===== config.mk =====
export PLATFORM = sky130hd
export DESIGN_NAME = parking_gate_controller
export DESIGN_NICKNAME = d
export VERILOG_FILES = /design/src/rtl/parking_gate_controller.sv
export SDC_FILE = /design/constraint.sdc
export NUM_CORES = 1
export LEC_CHECK = 0
export CORE_ASPECT_RATIO = 0.75
export CORE_MARGIN = 2
export CORE_UTILIZATION = 56
export CTS_BUF_LIST = sky130_fd_sc_hd__clkbuf_16
export CTS_CLUSTER_SIZE = 24
export DETAILED_ROUTE_END_ITERATION = 8
export GPL_TIMING_DRIVEN = 0
export HOLD_SLACK_MARGIN = 0.02
export PLACE_DENSITY = 0.78
export SLEW_MARGIN = 20
export SYNTH_ARGS = -nofsm -noshare
export SYNTH_HDL_FRONTEND = slang
export SYNTH_SLANG_ARGS = --single-unit
export TNS_END_PERCENT = 20

===== constraint.sdc =====
create_clock -name clk -period 2.8 [get_ports clk]
set_input_delay 0.56 -clock clk [delete_from_list [all_inputs] [get_ports clk]]
set_output_delay 0.56 -clock clk [all_outputs]
set_load 0.02 [all_outputs]

===== src/rtl/parking_gate_controller.sv =====
// Parking gate controller: debounced entry/exit lane sensors, one gate FSM per
// lane, vacancy check at entry, single-cycle pass pulses for the counting block.

// Sensor conditioning: 2-FF synchronizer followed by a stability debouncer.
module pgc_sensor_filter #(
    parameter int DEBOUNCE_CYCLES = 4
) (
    input  logic clk,
    input  logic reset,
    input  logic raw,
    output logic level
);
    localparam int CW = $clog2(DEBOUNCE_CYCLES + 1);
    localparam logic [CW-1:0] CNT_LAST = CW'(DEBOUNCE_CYCLES - 1);

    logic          sync_1;
    logic          sync_2;
    logic [CW-1:0] stable_cnt;

    // Two-stage synchronizer for the asynchronous field input
    always_ff @(posedge clk or posedge reset) begin
        if (reset) begin
            sync_1 <= 1'b0;
            sync_2 <= 1'b0;
        end else begin
            sync_1 <= raw;
            sync_2 <= sync_1;
        end
    end

    // Adopt the synchronized value only after it disagrees for DEBOUNCE_CYCLES cycles in a row
    always_ff @(posedge clk or posedge reset) begin
        if (reset) begin
            level      <= 1'b0;
            stable_cnt <= '0;
        end else if (sync_2 != level) begin
            if (stable_cnt == CNT_LAST) begin
                level      <= sync_2;
                stable_cnt <= '0;
            end else begin
                stable_cnt <= stable_cnt + 1'b1;
            end
        end else begin
            stable_cnt <= '0;
        end
    end
endmodule

// State       | meaning
// E_IDLE      | entry lane empty, waiting for the approach loop
// E_CHECK     | one cycle: compare latched badge against the vacancy flags
// E_DENY      | no space for this class; hold denied until the car backs off
// E_OPEN      | gate open, waiting for the pass beam (timed)
// E_PASSING   | car under the gate; pulse on beam release
// E_CLOSE     | gate closed, wait for arm and beam to clear
// X_IDLE      | exit lane empty, waiting for the approach loop
// X_OPEN      | exit gate open, waiting for the pass beam (timed)
// X_PASSING   | car under the exit gate; pulse on beam release
// X_CLOSE     | exit gate closed, wait for arm and beam to clear
module parking_gate_controller #(
    parameter int DEBOUNCE_CYCLES = 4,
    parameter int GATE_TIMEOUT    = 1000
) (
    input  logic clk,
    input  logic reset,
    input  logic entry_arm,
    input  logic entry_beam,
    input  logic entry_is_uni,
    input  logic exit_arm,
    input  logic exit_beam,
    input  logic exit_is_uni,
    input  logic uni_is_vacated_space,
    input  logic is_vacated_space,
    output logic car_entered,
    output logic is_uni_car_entered,
    output logic car_exited,
    output logic is_uni_car_exited,
    output logic entry_gate_open,
    output logic exit_gate_open,
    output logic entry_denied
);
    localparam int TW = (GATE_TIMEOUT > 1) ? $clog2(GATE_TIMEOUT) : 1;
    localparam logic [TW-1:0] TIMER_LAST = TW'(GATE_TIMEOUT - 1);

    typedef enum logic [2:0] {
        E_IDLE, E_CHECK, E_DENY, E_OPEN, E_PASSING, E_CLOSE
    } entry_state_t;

    typedef enum logic [1:0] {
        X_IDLE, X_OPEN, X_PASSING, X_CLOSE
    } exit_state_t;

    entry_state_t  entry_state;
    exit_state_t   exit_state;
    logic          entry_arm_db;
    logic          entry_beam_db;
    logic          exit_arm_db;
    logic          exit_beam_db;
    logic          entry_uni_s1;
    logic          entry_uni_s2;
    logic          exit_uni_s1;
    logic          exit_uni_s2;
    logic          entry_uni;
    logic          exit_uni;
    logic [TW-1:0] entry_timer;
    logic [TW-1:0] exit_timer;

    pgc_sensor_filter #(.DEBOUNCE_CYCLES(DEBOUNCE_CYCLES)) u_entry_arm (
        .clk(clk), .reset(reset), .raw(entry_arm), .level(entry_arm_db));
    pgc_sensor_filter #(.DEBOUNCE_CYCLES(DEBOUNCE_CYCLES)) u_entry_beam (
        .clk(clk), .reset(reset), .raw(entry_beam), .level(entry_beam_db));
    pgc_sensor_filter #(.DEBOUNCE_CYCLES(DEBOUNCE_CYCLES)) u_exit_arm (
        .clk(clk), .reset(reset), .raw(exit_arm), .level(exit_arm_db));
    pgc_sensor_filter #(.DEBOUNCE_CYCLES(DEBOUNCE_CYCLES)) u_exit_beam (
        .clk(clk), .reset(reset), .raw(exit_beam), .level(exit_beam_db));

    // Badge bits are only synchronized; they are sampled once, when the arm is seen
    always_ff @(posedge clk or posedge reset) begin
        if (reset) begin
            entry_uni_s1 <= 1'b0;
            entry_uni_s2 <= 1'b0;
            exit_uni_s1  <= 1'b0;
            exit_uni_s2  <= 1'b0;
        end else begin
            entry_uni_s1 <= entry_is_uni;
            entry_uni_s2 <= entry_uni_s1;
            exit_uni_s1  <= exit_is_uni;
            exit_uni_s2  <= exit_uni_s1;
        end
    end

    // Entry lane sequencing with vacancy check; outputs registered alongside the state
    always_ff @(posedge clk or posedge reset) begin
        if (reset) begin
            entry_state        <= E_IDLE;
            entry_uni          <= 1'b0;
            entry_timer        <= '0;
            entry_gate_open    <= 1'b0;
            entry_denied       <= 1'b0;
            car_entered        <= 1'b0;
            is_uni_car_entered <= 1'b0;
        end else begin
            car_entered        <= 1'b0;
            is_uni_car_entered <= 1'b0;
            case (entry_state)
                E_IDLE: begin
                    if (entry_arm_db) begin
                        entry_uni   <= entry_uni_s2;
                        entry_state <= E_CHECK;
                    end
                end
                E_CHECK: begin
                    if (entry_uni ? uni_is_vacated_space : is_vacated_space) begin
                        entry_state     <= E_OPEN;
                        entry_gate_open <= 1'b1;
                        entry_timer     <= '0;
                    end else begin
                        entry_state  <= E_DENY;
                        entry_denied <= 1'b1;
                    end
                end
                E_DENY: begin
                    if (!entry_arm_db) begin
                        entry_state  <= E_IDLE;
                        entry_denied <= 1'b0;
                    end
                end
                E_OPEN: begin
                    if (entry_beam_db) begin
                        entry_state <= E_PASSING;
                    end else if (entry_timer == TIMER_LAST) begin
                        entry_state     <= E_CLOSE;
                        entry_gate_open <= 1'b0;
                    end else begin
                        entry_timer <= entry_timer + 1'b1;
                    end
                end
                E_PASSING: begin
                    if (!entry_beam_db) begin
                        entry_state        <= E_CLOSE;
                        entry_gate_open    <= 1'b0;
                        car_entered        <= 1'b1;
                        is_uni_car_entered <= entry_uni;
                    end
                end
                E_CLOSE: begin
                    if (!entry_arm_db && !entry_beam_db) begin
                        entry_state <= E_IDLE;
                    end
                end
                default: begin
                    entry_state     <= E_IDLE;
                    entry_gate_open <= 1'b0;
                    entry_denied    <= 1'b0;
                end
            endcase
        end
    end

    // Exit lane sequencing: no vacancy check, arm opens the gate directly
    always_ff @(posedge clk or posedge reset) begin
        if (reset) begin
            exit_state        <= X_IDLE;
            exit_uni          <= 1'b0;
            exit_timer        <= '0;
            exit_gate_open    <= 1'b0;
            car_exited        <= 1'b0;
            is_uni_car_exited <= 1'b0;
        end else begin
            car_exited        <= 1'b0;
            is_uni_car_exited <= 1'b0;
            case (exit_state)
                X_IDLE: begin
                    if (exit_arm_db) begin
                        exit_uni       <= exit_uni_s2;
                        exit_state     <= X_OPEN;
                        exit_gate_open <= 1'b1;
                        exit_timer     <= '0;
                    end
                end
                X_OPEN: begin
                    if (exit_beam_db) begin
                        exit_state <= X_PASSING;
                    end else if (exit_timer == TIMER_LAST) begin
                        exit_state     <= X_CLOSE;
                        exit_gate_open <= 1'b0;
                    end else begin
                        exit_timer <= exit_timer + 1'b1;
                    end
                end
                X_PASSING: begin
                    if (!exit_beam_db) begin
                        exit_state        <= X_CLOSE;
                        exit_gate_open    <= 1'b0;
                        car_exited        <= 1'b1;
                        is_uni_car_exited <= exit_uni;
                    end
                end
                X_CLOSE: begin
                    if (!exit_arm_db && !exit_beam_db) begin
                        exit_state <= X_IDLE;
                    end
                end
                default: begin
                    exit_state     <= X_IDLE;
                    exit_gate_open <= 1'b0;
                end
            endcase
        end
    end
endmodule


==> run summary, run 1 <==
Setup repair after global routing left no endpoint under its margin. The residual antenna-violating net count after detailed routing came out at 0. The number of I/O pins came out at 17.

The clock arrives with between 0.005 and 0.006 ns of skew. The number of buffers added by the clock tree synthesis step came out at 9. The detailed placement HPWL came out at between 3000 and 4000 um. The tree built by TritonCTS fans out to 62 sinks.

For this design, the slowest cell found on the critical path is sky130_fd_sc_hd__or4_4. The worst hold-check path type is flop to flop. The final total negative setup slack came out at 0 ns. The floorplan step defined a die boundary enclosing around 5600 um^2.

In this run, post-CTS hold repair placed 0 buffers. The switching part of the total power is 31.7%. The count of yosys warnings during synthesis is 0. Together, buffers and inverters on the worst path number 1. The number of synthesized flops with an enable pin came out at 0. The register area share after synthesis is around 55%. After clock tree synthesis, the setup repair step added 0 buffers. The detailed-route DRC error count came out at 0. Grouping stages by cell kind, the critical path spends the most delay in simple AND/OR/NAND/NOR gates. The worst ir drop on vdd is roughly 0.00095 V. Dividing the final minimum period by the clock period gives roughly 79%. The combined area of the multi-input logic cells came out at about 1200 um^2.

The post-synthesis area per instance came out at about 11 um^2. The tightest slew margin relative to the limit came out at roughly 55%. The total of endpoints with negative setup slack in the final report came out at 0. In this run the critical register-to-register path is launched from exit_state[1]. Counting tap cells, the placed design contains a total of ~320 instances. The critical path ends at exit_timer[7]. The via count of the first global-routing pass is between 1500 and 2000. The maximum clock frequency came out at roughly 450 MHz. The final number of max-transition violations is 0.

The placer's final routability congestion estimate came out at ~0.83. The number of cells on the critical path is 6. The worst register-to-register path ends at exit_timer[7]. The tool flagged a number of max-cap violations equal to 0.

The distinct cell type count after synthesis came out at 47. CTS placed an instance of sky130_fd_sc_hd__clkbuf_16 at the clock tree root. The final design instance area without fill came out at 3360 um^2. The effective utilization at floorplan is 57.7%. In the final layout, the share of cells above drive strength 1 is about an eighth. The total iterations of the first detailed-routing run is 4.

Data on the critical path is required at its endpoint by 3.07 ns. The die outline height came out at between 60 and 70 um. The area added between synthesis and finish came out at 20.1%. The slew of the pin with the lowest slew margin is about 0.67 ns. The clock tree synthesis step divided the H-tree into 3 levels.

Summed over all instances, the cell type with the most area after synthesis is sky130_fd_sc_hd__dfrtp_1. The post-detailed-routing wire length came out at 5020 um. The worst-case register-to-register setup slack came out at 0.59 ns. After the last flow step, the layout net total stands at between 200 and 300. The flow ran to the end, and the final reports show no timing, DRC or antenna violations. The diode insertion count for antenna repair is 0. Clock-pin slew was measured on the worst setup and hold paths at 0.05 ns. The post-synth net total is ~270. The most used flip-flop cell after synthesis is sky130_fd_sc_hd__dfrtp_1. The buffer levels on the longest clock path is 2.

In this run the worst path has a maximum fanout of 8. The placeable core region came out at 4840 um^2. The die outline width came out at between 80 and 90 um.

The maximum number of pins on one net before global-route repair came out at 41. The number of input and output port buffers inserted came out at 16. In the synthesized netlist the async set-or-reset flop fraction comes to 100%. The number of standard cells after synthesis is ~240. In the final layout, flip-flops and latches occupy approximately 1600 um^2.

The number of antenna violations at the first check in global routing came out at 0. Cell internal power was estimated by the tool at roughly 2.4 mW. The number of vias per cell after detailed routing came out at about 5.7. The worst setup path is captured at a flop. In this run, post-CTS repair resized a total of 0 instances. Of the post-synthesis cell area, the dominant cell type holds 55.5%. The switching component of the power came out at ~1.1 mW. The detailed router's first-iteration violation count came out at 100. Summed over all cells, the static leakage comes to about 1.5 nW.

The standard cell area after detailed placement came out at 3060 um^2. The sequential group share of total power is between 30 and 40%. The global-route total usage across every layer is approximately 21%. The post-synth design cell area is roughly 2800 um^2. The stage delay of the slowest cell on the critical path is 0.59 ns. In the post-synthesis netlist, the biggest area contributors are sky130_fd_sc_hd__dfrtp_1 (55%), sky130_fd_sc_hd__ha_1 (5.4%), sky130_fd_sc_hd__mux2_2 (3.6%). The final critical-path required period came out at between 2 and 2.5 ns.

The overall overflow remaining after global route is 0. The launching element of the worst setup path is exit_state[1]. The hold violation total from the final report was 0. STA classifies the critical path startpoint as a flop. The combinational cell fraction of total power is between 30% and 40%.

Counting the fill cells in the layout gives approximately 360. The average routed wire per standard cell came out at 14.9 um. The worst setup path is of the flop to flop kind. TritonCTS built the clock tree.

The via total after detailed routing is slightly below 2000. The standard-cell row count is 22. The critical path arrival came out at about 2.5 ns. The power density of the placed cells is between 1000 and 1500 nW/um^2. For the worst flop-to-flop path, the logic depth is 6. Hold timing on the final database bottoms out at a slack of ~0.34 ns.

The share of total power dissipated in the clock network is around a third. The global-route wire length before repair came out at 8700 um. Synthesis inferred 62 register bits.

The later-pin clock latency in the skew report came out at 0.32 ns. The count of non-filler cells in the finished layout is roughly 340. The signal on the critical path passes through inv_1, ha_1, nand2b_1, or4_4, or4_1, nand2_1.
[registers in the layout, indices dropped and copies added (netlist names), 2 cells and up]
register                 count
u_entry_beam.stable_cnt      3
entry_timer                 10
u_exit_arm.stable_cnt        3
exit_timer                  10
u_entry_arm.stable_cnt       3
u_exit_beam.stable_cnt       3
entry_state                  3
exit_state                   2
[power by group through the flow]
stage               Clock (mW)  Sequential [mW]  Combinational (mW)
finish                    1.13             1.30                1.09
global route              1.19             1.33                1.21
CTS                       1.14             1.30                1.09
detailed placement           0             1.30                1.06
global placement             0             1.29                1.03
floorplan                    0             1.31               0.769
[cell usage in the layout, fill, tap and decap left out, types with 2 or more instances in the layout]
master,netlist,layout
sky130_fd_sc_hd__dfrtp_1,62,62
sky130_fd_sc_hd__clkdlybuf4s50_1,0,16
sky130_fd_sc_hd__nand2_1,15,15
sky130_fd_sc_hd__o21ai_0,12,12
sky130_fd_sc_hd__ha_1,12,12
sky130_fd_sc_hd__mux2_2,9,9
sky130_fd_sc_hd__nand3_1,9,9
sky130_fd_sc_hd__nor2_1,9,9
sky130_fd_sc_hd__clkbuf_16,0,9
sky130_fd_sc_hd__a21oi_1,8,8
sky130_fd_sc_hd__nor3b_1,8,8
sky130_fd_sc_hd__nor2b_1,7,7
sky130_fd_sc_hd__clkbuf_1,7,7
sky130_fd_sc_hd__nand2b_1,6,6
sky130_fd_sc_hd__nor3_1,6,6
sky130_fd_sc_hd__nand4_1,6,6
sky130_fd_sc_hd__inv_1,6,6
sky130_fd_sc_hd__xnor2_1,6,6
sky130_fd_sc_hd__and3_1,5,5
sky130_fd_sc_hd__mux2i_1,4,4
sky130_fd_sc_hd__nand3b_1,3,3
sky130_fd_sc_hd__and2_1,3,3
sky130_fd_sc_hd__xor2_1,3,3
sky130_fd_sc_hd__o211ai_1,3,3
sky130_fd_sc_hd__or3_1,3,3
sky130_fd_sc_hd__o21a_1,3,3
sky130_fd_sc_hd__clkinv_1,0,3
sky130_fd_sc_hd__or4_4,2,2
sky130_fd_sc_hd__a31o_2,2,2
sky130_fd_sc_hd__or4_1,2,2
sky130_fd_sc_hd__nand4b_1,2,2
sky130_fd_sc_hd__o22ai_1,2,2
sky130_fd_sc_hd__a31oi_1,2,2
sky130_fd_sc_hd__bufinv_16,0,2
[synth_stat cells, types with 2 or more instances]
| master | n |
|---|---|
| sky130_fd_sc_hd__a21oi_1 | 8 |
| sky130_fd_sc_hd__a31o_2 | 2 |
| sky130_fd_sc_hd__a31oi_1 | 2 |
| sky130_fd_sc_hd__and2_1 | 3 |
| sky130_fd_sc_hd__and3_1 | 5 |
| sky130_fd_sc_hd__clkbuf_1 | 7 |
| sky130_fd_sc_hd__dfrtp_1 | 62 |
| sky130_fd_sc_hd__ha_1 | 12 |
| sky130_fd_sc_hd__inv_1 | 6 |
| sky130_fd_sc_hd__mux2_2 | 9 |
| sky130_fd_sc_hd__mux2i_1 | 4 |
| sky130_fd_sc_hd__nand2_1 | 15 |
| sky130_fd_sc_hd__nand2b_1 | 6 |
| sky130_fd_sc_hd__nand3_1 | 9 |
| sky130_fd_sc_hd__nand3b_1 | 3 |
| sky130_fd_sc_hd__nand4_1 | 6 |
| sky130_fd_sc_hd__nand4b_1 | 2 |
| sky130_fd_sc_hd__nor2_1 | 9 |
| sky130_fd_sc_hd__nor2b_1 | 7 |
| sky130_fd_sc_hd__nor3_1 | 6 |
| sky130_fd_sc_hd__nor3b_1 | 8 |
| sky130_fd_sc_hd__o211ai_1 | 3 |
| sky130_fd_sc_hd__o21a_1 | 3 |
| sky130_fd_sc_hd__o21ai_0 | 12 |
| sky130_fd_sc_hd__o22ai_1 | 2 |
| sky130_fd_sc_hd__or3_1 | 3 |
| sky130_fd_sc_hd__or4_1 | 2 |
| sky130_fd_sc_hd__or4_4 | 2 |
| sky130_fd_sc_hd__xnor2_1 | 6 |
| sky130_fd_sc_hd__xor2_1 | 3 |
[cell families (layout without fill, tap and decap cells)]
group	Yosys count	after routing	share of synthesized area [%]
XOR/XNOR	9	9	2.82
buffers and inverters	14	47	1.92
AND/OR/NAND/NOR	95	95	20.3
AO/OA/AOI/OAI	39	39	9.03
adder cells (fa/ha/maj)	12	12	5.37
multiplexers	13	13	5.05
flip-flops	62	62	55.5
[cell type report]
type | instances | area share [%]
well taps | 60 | 2.23
flip-flops and latches | 62 | 46.2
multi-input cells | 168 | 35.5
inverters | 6 | 0.745
clock buffers | 9 | 6.70
clock inverters | 7 | 2.38
plain buffers | 8 | 0.931
repair buffers | 17 | 5.36
[worst min path at each step]
stage | startpoint | to | slack (ns) | depth (start not counted)
floorplan | entry_uni_s1 | entry_uni_s2 | 0.33 | 0
CTS | u_entry_arm.sync_1 | u_entry_arm.sync_2 | 0.35 | 0
finish | u_entry_beam.sync_1 | u_entry_beam.sync_2 | 0.34 | 0
detailed placement | u_exit_beam.sync_1 | u_exit_beam.sync_2 | 0.33 | 0
global route | exit_uni_s1 | exit_uni_s2 | 0.35 | 0
global placement | u_entry_beam.sync_1 | u_entry_beam.sync_2 | 0.33 | 0
[per-stage QoR]
stage | total power [mW] | setup WS (ns) | util (%)
after CTS | 3.53 | 0.597 | 69.4
after detailed placement | 2.37 | 0.646 | 63.1
after global placement | 2.32 | -0.293 | 62.6
final | 3.51 | 0.589 | 69.4
after global routing | 3.73 | 0.457 | 69.4
after floorplan | 2.08 | 0.699 | -
[per-layer routing]
metal | share of wire (%) | global-route usage, % | wire (um) | vias to the layer above
li1 | - | - | - | 940
met1 | 47 | 25.7 | 2350 | 935
met2 | 46 | 31.7 | 2310 | 46
met3 | 5.2 | 8.67 | 259 | 8
met4 | 2.0 | 8.73 | 99 | 0
met5 | 0 | 0 | 0 | -
Power figures use the tool's default switching activity.
==> run 2, diff against run 1 <==
Settings changed: CORE_UTILIZATION 56 to 53, PLACE_DENSITY 0.78 to 0.77.
Clock period 2.8 ns to 2 ns, I/O delays scaled along.
==> run 2 against run 1 <==
  * Worst hold slack worse by 0.056 ns
  * Clock-buffer cell count unchanged
  * Largest power group unchanged
  * First-iteration DRC count up 68%
  * Register-to-register slack got worse by 0.55 ns
  * Global-route usage grew 0.095 points
  * Clock power up 38%
  * Setup slack worse by 0.55 ns
==> run summary, run 2 (synthesis gave the netlist of run 1 again) <==
Summed over all layers, the global routing overflow is 0. The required time at the worst-slack endpoint came out at 2.27 ns. The global-route wire length before repair came out at between 8000 and 9000 um.

The maximum number of pins on one net before global-route repair is 59. The standard cell area after detailed placement came out at a little over 3000 um^2. The via total after detailed routing is between 1500 and 2000. Setup repair after global routing could not meet its margin everywhere. The via count of the first global-routing pass is between 1500 and 2000.

The largest fanout on the critical path came out at 5. The hold buffer count at cts came out at 0. The buffer cell driving the clock tree root is sky130_fd_sc_hd__clkbuf_16. At the end of routability-driven placement, the weighted congestion stood at 0.864. The tightest slew margin relative to the limit is between 70% and 80%. The detailed-route DRC error count is 0. The number of nets in the final layout is roughly 300. The critical path is of the flop to flop type. The library cells used most frequently in the layout, excluding fill and tap cells, are sky130_fd_sc_hd__dfrtp_1 (60), sky130_fd_sc_hd__clkdlybuf4s50_1 (16), sky130_fd_sc_hd__nand2_1 (15).

Summed over all layers, the routed wires come to approximately 5200 um. The worst clock skew on the final layout came out at roughly 0.0091 ns. The die is 66.9 um tall. The number of max-cap violations came out at 0. The number of input and output port buffers inserted is 16. From synthesis to final layout, the design area changed by 24.1%. The total of endpoints with negative setup slack in the final report came out at 0. The final design instance area without fill came out at between 3000 and 4000 um^2. The global-route total usage across every layer is around a fifth. The worst setup path is launched from a flop. From left edge to right edge, the die measures approximately 88 um. In this run the worst hold path is classified as input pin to async pin. The portion of the clock cycle consumed by the worst path in the final layout is 98.3%. The share of cells above drive strength 1 came out at between 10% and 20%. VDD sags by at most 0.000839 V. The leakage power total came out at 1.54 nW. The detailed placement HPWL came out at 3300 um. The critical path arrival is ~2.2 ns. For this block, the initial DRC count from the detailed router was 168. The final critical-path required period is between 1.5 and 2 ns. The standard-cell row count came out at 22. The final number of max-transition violations is 0. The most common cell after layout, fill and taps aside is sky130_fd_sc_hd__dfrtp_1.

TritonCTS built the clock tree. The overall die area is between 5000 and 6000 um^2. The detail route stage leaves a number of antenna-violating nets equal to 0. The run finished with clean final reports.

The final total negative setup slack is 0 ns. The effective utilization at floorplan came out at roughly 56%. For this run, the detailed router's first-pass iteration total came to 4. After clock tree synthesis, the clock-pin slew on the worst setup and hold paths is 0.06 ns. The minimum hold slack is between 0.2 and 0.3 ns. The worst setup path is captured at a flop. The placeable core region is roughly 5000 um^2. The diode insertion count for antenna repair is 0.

The clock tree synthesis step divided the H-tree into 3 levels. The power density of the placed cells is roughly 1500 nW/um^2. The number of buffers added by the clock tree synthesis step is 9.

The maximum clock frequency is 509 MHz. The later-pin clock latency in the skew report is between 0.3 and 0.4 ns. Counting every sink on the clock net gives between 60 and 70.

The slew of the pin with the lowest slew margin came out at about 0.44 ns. The average routed wire per standard cell is 14.7 um. The number of vias per cell after detailed routing came out at between 5 and 6. Counting cells, the worst reg-to-reg path comes to 6. In this run the deepest clock path goes through 2 buffers. The number of antenna violations at the first check in global routing is 0. The hold violation total from the final report came out at 0. The fill cell total of the finished layout came out at 356. The number of I/O pins is 17.

The largest registers in the layout are entry_timer (10), exit_timer (10).
==> run 2: per-layer routing <==
metal	global-route usage [%]	vias to the layer above	routed length (um)
met2	31.6	29	2430
met3	9.29	6	211
met1	26.7	939	2470
met4	5.77	0	65
met5	0	-	0
li1	-	949	-
==> run 2: cell type report <==
cell class / count / area [um^2] / area share [%]
sequential: 62 / 1550 / 44.8
multi-input combinational: 168 / 1240 / 35.7
timing repair buffer: 23 / 233 / 6.70
clock buffer: 9 / 225 / 6.49
tap: 72 / 90.1 / 2.59
clock inverter: 7 / 80.1 / 2.31
buffer: 6 / 26.3 / 0.757
inverter: 6 / 25.0 / 0.721
==> run 2: path summary, 6_finish.rpt <==
kind / startpoint / end / slack [ns]
worst max-delay path: exit_state[0] / exit_timer[9] / 0.03
worst min-delay path: reset / u_entry_beam.sync_2 / 0.29
worst max register to register: exit_state[0] / exit_timer[9] / 0.03
worst min register to register: u_exit_arm.sync_1 / u_exit_arm.sync_2 / 0.35
max in group asynchronous: reset / exit_state[0] / 1.22
min in group clk: u_exit_arm.sync_1 / u_exit_arm.sync_2 / 0.35
==> run 2: worst max-delay path, stage by stage (launching register included) <==
cell and delay, ns:
sky130_fd_sc_hd__dfrtp_2 0.35, sky130_fd_sc_hd__inv_1 0.09, sky130_fd_sc_hd__ha_1 0.23, sky130_fd_sc_hd__nor2b_1 0.18, sky130_fd_sc_hd__or4_4 0.56, sky130_fd_sc_hd__or4_1 0.41, sky130_fd_sc_hd__nand2_1 0.08
==> run 2: timing repair <==
| item | CTS | global route |
|---|---|---|
| setup buffers | 3 | 3 |
| pin swaps | 0 | 1 |
| endpoints found under the setup margin | 5 | 10 |
| resized for setup | 3 | 8 |
==> run 2: report_power, final <==
part           total [mW]  internal [mW]  switching [mW]  leakage [nW]
clock                1.56          0.978           0.582         0.143
sequential           1.86           1.57           0.285         0.793
combinational        1.67          0.832           0.835         0.607
total                5.08           3.38            1.70          1.54
==> run 2: through the flow <==
step	util (%)	setup slack [ns]	std cells	total power, mW
CTS	68.6	-0.0238	352	4.99
global route	69.7	-0.0411	353	5.43
floorplan	-	0.0222	244	2.91
detailed placement	61.8	-0.171	333	3.33
finish	69.7	0.0339	353	5.08
global placement	61.2	-0.958	332	3.25
==> run 3, diff against run 2 <==
Settings changed: SKIP_CTS_REPAIR_TIMING set to 1.
==> run 3 against run 2 <==
  * Routed wire length increased by 0.25%
  * Setup slack improved by 0.0037 ns
  * Fmax increased by 0.19%
  * Cell count decreased by 0.28%
  * Clock skew about the same
  * Utilization unchanged
  * First-iteration DRC count decreased by 18%
  * Die area unchanged
  * Critical endpoint unchanged
==> run summary, run 3 (synthesis gave the netlist of run 1 again) <==
The run finished with clean final reports. The required time at the worst-slack endpoint came out at 2.26 ns. The total iterations of the first detailed-routing run came out at 4. During I/O placement, the number of pins put on the boundary was 17. The portion of the clock cycle consumed by the worst path in the final layout came out at a little over nine tenths. The combinational cell fraction of total power is between 30% and 40%. The maximum number of pins on one net before global-route repair came out at 59. The largest fanout on the critical path is 5. The final critical-path required period came out at between 1.5 and 2 ns. The area growth from synthesis to layout is 24.1%.

The standard-cell row count is 22. The die outline height came out at about 67 um. Across the routed clock network, the largest skew measured is around 0.0087 ns. The buffer levels on the longest clock path is 2. The effective utilization at floorplan came out at roughly 56%. Across every metal layer, demand over resource in global routing totals 20.5%.

The setup path with the least slack is of type flop to flop. Detailed placement ended at an HPWL of ~3300 um. The number of antenna violations at the first check in global routing is 0.

The largest delay contributor family on the critical path is simple AND/OR/NAND/NOR gates. The power density of the placed cells is 1470 nW/um^2. In this run the tool buffered the top-level ports with 16 buffer cells. The standard cell with the maximum stage delay on the critical path is sky130_fd_sc_hd__or4_4. The worst setup path is captured at a flop. The H-tree depth reported by CTS is 3.

The placeable core region came out at approximately 5000 um^2. The die outline width came out at between 80 and 90 um. The first global-routing pass estimated roughly 8800 um of wire. The diode insertion count for antenna repair is 0. The die covers between 5000 and 6000 um^2. The via count of the first global-routing pass came out at 1889. The hold violation total from the final report came out at 0. In the final layout, the registers with the most flip-flops are entry_timer (10), exit_timer (10). The average routed wire per standard cell came out at roughly 15 um. For the worst setup path, the data arrival time is 2.23 ns. The final number of max-transition violations is 0. The design draws between 5 and 6 mW. The number of clock sinks seen by CTS came out at between 60 and 70. The detailed router's first-iteration violation count came out at between 100 and 150.

Adding up every negative setup slack in the final design gives 0 ns. In the layout the commonest cells are sky130_fd_sc_hd__dfrtp_1 (60), sky130_fd_sc_hd__clkdlybuf4s50_1 (16), sky130_fd_sc_hd__nand2_1 (15). The worst ir drop on vdd came out at around 0.00084 V. The later-pin clock latency in the skew report is roughly 0.33 ns. Cells with a size suffix above 1 make up between 15 and 20% of the layout.

After detailed routing, the total wire length is about 5200 um. The worst hold-check path type is input pin to async pin. The stage delay of the slowest cell on the critical path came out at 0.47 ns. The total of endpoints with negative setup slack in the final report came out at 0.

The buffer cell driving the clock tree root is sky130_fd_sc_hd__clkbuf_16. The analysis attributes to cell leakage a power of roughly 1.5 nW. The internal power came out at 3.39 mW. The via total after detailed routing is roughly 1900. The residual antenna-violating net count after detailed routing came out at 0. For the pin with the worst max-slew slack, the measured transition is approximately 0.44 ns.

The number of max-cap violations is 0. The number of nets in the final layout is roughly 300. Walking the worst path, the cells encountered are inv_2, ha_1, nor2b_1, or4_4, or4_1, nand2_1. Leaving out fill and tap cells, the most frequent cell in the layout is sky130_fd_sc_hd__dfrtp_1. The overall overflow remaining after global route came out at 0. Net switching is between 30 and 40% of the power. The switching component of the power is about 1.7 mW. The clock network fraction of total power came out at roughly 31%. The maximum clock frequency came out at just over 500 MHz.

TritonCTS built the clock tree. The number of vias per cell after detailed routing came out at between 5 and 6. The sum of buffers and inverters on the critical path is 1. The tightest slew margin relative to the limit came out at just over 70%.

The placer's final routability congestion estimate came out at around 0.86. The category of the worst setup path launch point is a flop. The fill cell total of the finished layout is between 300 and 400. The number of buffers added by the clock tree synthesis step is 9. The sequential group share of total power came out at approximately 37%. The detailed-route DRC error count came out at 0. The minimum hold slack came out at roughly 0.29 ns. The post-route core utilization came out at 69.7%. The clock transition at the registers of the reported paths came out at 0.06 ns.
-- run 3: changes by cell type in the layout (fill, tap and decap cells not counted) --
cell and delta:
sky130_fd_sc_hd__buf_4 -1, sky130_fd_sc_hd__nand2b_1 -1, sky130_fd_sc_hd__nand2b_4 +1
-- run 3: worst reg2reg max path, stage by stage, from the launching register on --
cell and delay [ns]:
sky130_fd_sc_hd__dfrtp_1 0.43, sky130_fd_sc_hd__inv_2 0.10, sky130_fd_sc_hd__ha_1 0.23, sky130_fd_sc_hd__nor2b_1 0.20
sky130_fd_sc_hd__or4_4 0.47, sky130_fd_sc_hd__or4_1 0.41, sky130_fd_sc_hd__nand2_1 0.07
-- run 3: per-layer routing --
| layer | GRT usage (%) | vias to the layer above | wire length, um |
|---|---|---|---|
| met5 | 0 | - | 0 |
| met4 | 5.77 | 0 | 67 |
| met3 | 9.29 | 6 | 197 |
| met2 | 31.3 | 30 | 2460 |
| met1 | 26.4 | 935 | 2470 |
| li1 | - | 947 | - |
-- run 3: path summary, 6_finish.rpt --
| kind | from | endpoint | slack, ns | cells past startpoint |
|---|---|---|---|---|
| max in group asynchronous | reset | exit_state[0] | 1.22 | 3 |
| worst max-delay path | exit_state[1] | exit_timer[9] | 0.04 | 6 |
| min in group clk | u_entry_arm.sync_1 | u_entry_arm.sync_2 | 0.35 | 0 |
| worst min-delay path | reset | u_entry_beam.sync_2 | 0.29 | 2 |
| worst min register to register | u_entry_arm.sync_1 | u_entry_arm.sync_2 | 0.35 | 0 |
| worst max register to register | exit_state[1] | exit_timer[9] | 0.04 | 6 |
-- run 3: power groups by stage --
stage | logic, mW | registers [mW] | clock network (mW)
floorplan | 1.08 | 1.83 | 0
global placement | 1.44 | 1.81 | 0
detailed placement | 1.50 | 1.83 | 0
CTS | 1.53 | 1.81 | 1.58
global route | 1.86 | 1.93 | 1.66
finish | 1.66 | 1.87 | 1.56
-- run 3: final cells by class --
type | instances | area, um^2 | area share [%]
repair buffers | 22 | 225 | 6.49
well taps | 72 | 90.1 | 2.59
clock buffers | 9 | 225 | 6.49
flip-flops and latches | 62 | 1550 | 44.8
multi-input cells | 168 | 1250 | 35.9
clock inverters | 7 | 80.1 | 2.31
inverters | 6 | 25.0 | 0.721
plain buffers | 6 | 26.3 | 0.757
-- run 3: metrics by stage --
stage | instances | instance area, um^2 | worst slack [ns]
4_1_cts | 349 | 3380 | -0.183
3_5_place_dp | 333 | 3080 | -0.171
5_1_grt | 352 | 3470 | -0.0487
2_1_floorplan | 244 | 2800 | 0.0222
3_3_place_gp | 332 | 3050 | -0.958
6_report | 352 | 3470 | 0.0376
